==> config.mk <==
export PLATFORM = sky130hd
export DESIGN_NAME = pic_nest_ctrl
export DESIGN_NICKNAME = d
export VERILOG_FILES = /design/src/rtl/pic_pkg.sv /design/src/rtl/pic_isr_stack.sv /design/src/rtl/pic_nest_ctrl.sv
export SDC_FILE = /design/constraint.sdc
export NUM_CORES = 1
export LEC_CHECK = 0
export ABC_AREA = 0
export CAP_MARGIN = 20
export CORE_UTILIZATION = 50
export CTS_CLUSTER_DIAMETER = 100
export DETAILED_ROUTE_END_ITERATION = 10
export PLACE_DENSITY = 0.78
export SYNTH_ARGS = -nofsm -noshare
export SYNTH_HDL_FRONTEND = slang
export SYNTH_SLANG_ARGS = --single-unit
==> constraint.sdc <==
create_clock -name clk_i -period 4.3 [get_ports clk_i]
set_clock_uncertainty 0.1 [all_clocks]
set_input_delay 0.645 -clock clk_i [delete_from_list [all_inputs] [get_ports clk_i]]
set_output_delay 0.645 -clock clk_i [all_outputs]
set_load 0.05 [all_outputs]
==> src/rtl/pic_pkg.sv <==
// Shared types and constants for the PIC delivery path: line width, sorter
// latency helper, controller state encoding and in-service stack entry.
package pic_pkg;

    localparam int unsigned PIC_N = 5;

    function automatic int unsigned sorter_latency(input int unsigned n);
        return n * (n + 1) / 2;
    endfunction

    typedef enum logic [1:0] {
        StIdle,
        StPend,
        StHold
    } state_e;

    typedef struct packed {
        logic [PIC_N-1:0] code;
        logic [PIC_N-1:0] pri;
    } isr_entry_t;

endpackage

==> src/rtl/pic_isr_stack.sv <==
// In-service register stack. Push, pop, or both at once (replace top).
// Only the top entry is visible; pushes when full and pops when empty are dropped.
module pic_isr_stack
    import pic_pkg::*;
#(
    parameter int unsigned DEPTH = 4
) (
    input  logic                         clk_i,
    input  logic                         rst_i,
    input  logic                         push_i,
    input  logic                         pop_i,
    input  isr_entry_t                   entry_i,
    output isr_entry_t                   top_o,
    output logic [$clog2(DEPTH+1)-1:0]   depth_o,
    output logic                         full_o,
    output logic                         empty_o
);

    localparam int unsigned DW = $clog2(DEPTH + 1);

    isr_entry_t        entries_q [DEPTH];
    isr_entry_t        entries_d [DEPTH];
    logic [DW-1:0]     depth_q, depth_d;
    logic              do_push, do_pop;
    int                wr_idx;

    assign full_o  = (depth_q == DW'(DEPTH));
    assign empty_o = (depth_q == '0);

    always_comb begin
        do_pop  = pop_i && !empty_o;
        do_push = push_i && (!full_o || do_pop);
        // A simultaneous pop+push overwrites the current top slot.
        wr_idx  = do_pop ? int'(depth_q) - 1 : int'(depth_q);

        entries_d = entries_q;
        for (int i = 0; i < int'(DEPTH); i++) begin
            if (do_push && (i == wr_idx)) begin
                entries_d[i] = entry_i;
            end
        end

        depth_d = depth_q;
        if (do_push && !do_pop) begin
            depth_d = depth_q + DW'(1);
        end else if (do_pop && !do_push) begin
            depth_d = depth_q - DW'(1);
        end
    end

    always_comb begin
        top_o = '0;
        for (int i = 0; i < int'(DEPTH); i++) begin
            if (i == int'(depth_q) - 1) begin
                top_o = entries_q[i];
            end
        end
    end

    assign depth_o = depth_q;

    always_ff @(posedge clk_i) begin
        if (rst_i) begin
            depth_q   <= '0;
            entries_q <= '{default: '0};
        end else begin
            depth_q   <= depth_d;
            entries_q <= entries_d;
        end
    end

endmodule

==> src/rtl/pic_nest_ctrl.sv <==
// Interrupt delivery controller: one req/ack request at a time, nested
// in-service tracking, and blanking of stale sorter results after ack/EOI.
module pic_nest_ctrl
    import pic_pkg::*;
#(
    parameter int unsigned N     = PIC_N,
    parameter int unsigned DEPTH = 4,
    parameter int unsigned LAT   = 16
) (
    input  logic                         clk_i,
    input  logic                         rst_i,
    input  logic                         exi,
    input  logic [N-1:0]                 exi_code,
    input  logic [N-1:0]                 exi_pri,
    input  logic                         int_en,
    output logic                         int_req,
    output logic [N-1:0]                 int_code,
    input  logic                         int_ack,
    input  logic                         int_eoi,
    output logic [$clog2(DEPTH+1)-1:0]   isr_depth,
    output logic [N-1:0]                 isr_code,
    output logic                         eoi_err
);

    // Blanking is never allowed to be shorter than the sorter pipeline.
    localparam int unsigned MinLat  = sorter_latency(N) + 1;
    localparam int unsigned HoldLen = (LAT >= MinLat) ? LAT : MinLat;
    localparam int unsigned CW      = $clog2(HoldLen + 1);

    state_e          state_q, state_d;
    logic [CW-1:0]   cnt_q, cnt_d;
    logic [N-1:0]    req_code_q, req_code_d;
    logic [N-1:0]    req_pri_q, req_pri_d;
    logic            eoi_err_q, eoi_err_d;

    isr_entry_t      top;
    logic            full, empty;
    logic            push, pop, candidate;

    pic_isr_stack #(
        .DEPTH (DEPTH)
    ) u_stack (
        .clk_i   (clk_i),
        .rst_i   (rst_i),
        .push_i  (push),
        .pop_i   (pop),
        .entry_i ('{code: req_code_q, pri: req_pri_q}),
        .top_o   (top),
        .depth_o (isr_depth),
        .full_o  (full),
        .empty_o (empty)
    );

    always_comb begin
        push      = int_ack && (state_q == StPend);
        pop       = int_eoi && !empty;
        candidate = exi && int_en && (state_q == StIdle) && !full
                    && (empty || (exi_pri < top.pri));

        state_d    = state_q;
        cnt_d      = cnt_q;
        req_code_d = req_code_q;
        req_pri_d  = req_pri_q;
        eoi_err_d  = int_eoi && empty;

        unique case (state_q)
            StIdle: begin
                if (pop) begin
                    state_d = StHold;
                    cnt_d   = CW'(HoldLen);
                end else if (candidate) begin
                    state_d    = StPend;
                    req_code_d = exi_code;
                    req_pri_d  = exi_pri;
                end
            end
            StPend: begin
                // A pop here leaves a lower-priority top, so the request stays valid.
                if (int_ack) begin
                    state_d = StHold;
                    cnt_d   = CW'(HoldLen);
                end
            end
            StHold: begin
                if (pop) begin
                    cnt_d = CW'(HoldLen);
                end else if (cnt_q <= CW'(1)) begin
                    state_d = StIdle;
                    cnt_d   = '0;
                end else begin
                    cnt_d = cnt_q - CW'(1);
                end
            end
            default: begin
                state_d = StIdle;
                cnt_d   = '0;
            end
        endcase
    end

    always_ff @(posedge clk_i) begin
        if (rst_i) begin
            state_q    <= StIdle;
            cnt_q      <= '0;
            req_code_q <= '0;
            req_pri_q  <= '0;
            eoi_err_q  <= 1'b0;
        end else begin
            state_q    <= state_d;
            cnt_q      <= cnt_d;
            req_code_q <= req_code_d;
            req_pri_q  <= req_pri_d;
            eoi_err_q  <= eoi_err_d;
        end
    end

    assign int_req  = (state_q == StPend);
    assign int_code = req_code_q;
    assign isr_code = top.code;
    assign eoi_err  = eoi_err_q;

endmodule

==> impl_metrics.yaml <==
yosys:
  synthAdderAreaFrac: 0.0553
  postSynthNetCount: 360
  synth_compound_area_frac: 0.124
  synth_largest_area_cell: "dfxtp_1"
  yosys_most_used_dff: "dfxtp_1"
  synth_top_area_frac: 0.397
  synthTopCellsByArea: "dfxtp_1 40%, mux2i_1 17%, nand2b_1 8.5%, ha_1 4.9%, nor2_1 4.3%"
  synthCells: 331
  synthSimpleGateAreaFrac: 0.198
  syn_avg_cell_area_sq_um: 9.30
  synth_warnings: 0
  syn_area_sq_mm: 0.00308
  yosysSeqAreaShare: 0.397
  synth_xor_area_frac: 0.0171
  muxShareOfSynthArea: 0.166
  synth-edff-count: 0
  synth.distinct_cells: 44
  ys_top_cells_by_count: "61 x dfxtp_1, 51 x mux2i_1, 42 x nand2b_1, 35 x nor2_1, 19 x o21ai_0"
  synth_top_family_by_area: "simple AND/OR/NAND/NOR gates"
  synth_seq_cells: 61
  yosysMostFrequentCell: "dfxtp_1"
  synthArstFlopShare: 0
layout:
  drive_gt1_frac: 0.0877
  final_cells: 440
  regArea_sq_mm: 0.00122
  nFillCells: 487
  multi_input_area_sq_mm: 0.00175
  syn_to_final_growth_pct: 18.9
  n_antenna_cell: 0
  fin_nets: 389
floorplan:
  initial_core_util: 0.520
  rows: 28
  die_width_microns: 80.5
  die_y_microns: 80.5
  dieArea_sq_mm: 0.00648
  core_area_sq_mm: 0.00592
  io_pins: 31
global_route:
  grt_max_degree: 69
  grt_antenna_before_repair: 0
  gr-total-overflow: 0
  grt_pass1_vias: 2155
  grt_usage: 0.219
  grt_pass1_wl_microns: 10600
hold_path:
  hold_class: "flop to flop"
  min_from: "u_stack.entries_q[22]"
  hold_path_depth: 2
  hold_end: "u_stack.entries_q[22]"
power_and_ir_drop:
  p_per_area_mw_per_mm2: 511
  power.total_mw: 1.87
  max-vdd-ir-drop_mv: 0.256
  cellLeakagePower_nw: 1.50
setup_path:
  endpoint_kind: "flop"
  worstPathMaxFanout: 9
  path_class: "flop to flop"
  start_kind: "flop"
  crit_arrival_ns: 4.09
  rrSetupSlack_ns: 0.37
  r2r_cells: 13
  r2r_start: "u_stack.depth_o[1]"
  crit_required_ns: 4.46
  timing.rr.end: "req_pri_q[1]"
drt:
  postRouteAntennaNets: 0
  drt_iter0_drc: 255
  dr.pass1.iters: 5
  drt-total-wl_microns: 6680
  num_vias: 2456
  avgViaCountPerCell: 5.58
  drc: 0
  wl_per_cell_microns: 15.2
cts:
  numCtsBuffers: 9
  clk_latency_ns: 0.33
  cts_root_buf: "clkbuf_8"
  postCtsSetupRepairBufs: 0
  cts_tree: "yes"
  cts.repair.resized: 0
  h-tree-depth: 3
  cts_hold_buf: 0
  cts_sinks: 61
  clockBufferDepth: 2
  clk_pin_slew_ns: 0.07
timing:
  rsz0062_at_grt: "false"
  max_freq_mhz: 255
  finalCritPeriodShare: 0.914
  slew_headroom: 0.341
  setup_tns_ns: 0
  finalSetupViolCount: 0
  hold_viol: 0
  drv_slew: 0
  worst_pin_slew_ns: 0.988
  period_needed_ns: 3.93
placement:
  placedCellCount: 424
  io_buffers: 30
  routabilityCongestion: 0.822
  hpwl_microns: 4480
status:
  status: "complete, no violations"
flow_run:
  maxCapViolations: 0
## stage by stage
stage,util,hold WS (ns),worst slack (ns),area (sq um)
floorplan,-,0.348,0.0871,3080
global placement,0.583,0.362,0.447,3450
detailed placement,0.583,0.371,0.329,3450
CTS,0.616,0.383,0.0435,3650
global route,0.618,0.400,0.0970,3660
finish,0.618,0.383,0.371,3660
## report_power, final
part	total (mW)	switching, mW	internal [mW]
Combinational	0.685	0.420	0.265
Clock	0.509	0.240	0.269
Sequential	0.677	0.0637	0.614
## routing by layer
layer  track usage  part of all wire
met5             0                 0
met4        0.0911             0.012
met3        0.0341             0.053
met2         0.339              0.46
met1         0.301              0.47
## cell families (layout without fill, tap and decap cells)
kind of cell	Yosys count	after routing
AO/OA/AOI/OAI	53	53
XOR/XNOR	6	6
adder cells (fa/ha/maj)	13	13
flip-flops	61	61
buffers and inverters	29	63
AND/OR/NAND/NOR	118	118
multiplexers	51	51
## cell usage in the layout (no fill, tap or decap), types with 4 or more instances in the layout
master,count
nand3_1,5
nand2b_1,42
nand2_1,15
xor2_1,5
mux2i_1,51
dlymetal6s2s_1,5
clkdlybuf4s50_1,24
inv_1,10
and2_1,4
clkbuf_8,9
nor3_1,4
dfxtp_1,60
a21oi_1,4
ha_1,12
nor2_1,35
buf_4,7
a2bb2oi_1,5
o21ai_0,19
a221oi_1,10
## final cells by class
cell class,instances,area share
sequential,61,0.334
inverter,10,0.0103
tap,75,0.0256
clock buffer,9,0.0338
timing repair buffer,37,0.0984
multi-input combinational,241,0.478
clock inverter,7,0.0198
## worst max path at each step
stage | from | end
6_report | u_stack.depth_o[1] | req_pri_q[1]
5_1_grt | u_stack.depth_o[1] | req_pri_q[1]
4_1_cts | u_stack.depth_o[0] | isr_code[0]
3_5_place_dp | u_stack.depth_o[0] | req_pri_q[3]
3_3_place_gp | u_stack.depth_o[0] | req_pri_q[0]
2_1_floorplan | u_stack.depth_o[0] | isr_code[0]
## state kept, by name, indices dropped and copies added (netlist names)
name	count
cnt_q	5
eoi_err	1
int_code	5
req_pri_q	5
state_q	2
u_stack.depth_o	3
u_stack.entries_q	40
## worst max-delay path, cell delays in order, from the launching register on
cell	delay [ns]
dfxtp_1	0.53
inv_1	0.15
ha_1	0.24
or2_2	0.29
o21ai_2	0.23
and2_1	0.40
a221oi_1	0.13
a2bb2oi_1	0.17
ha_1	0.31
a2111oi_0	0.39
o21ai_0	0.19
a221oi_2	0.28
buf_4	0.24
mux2i_1	0.21
(Power assumes the default switching activity.)
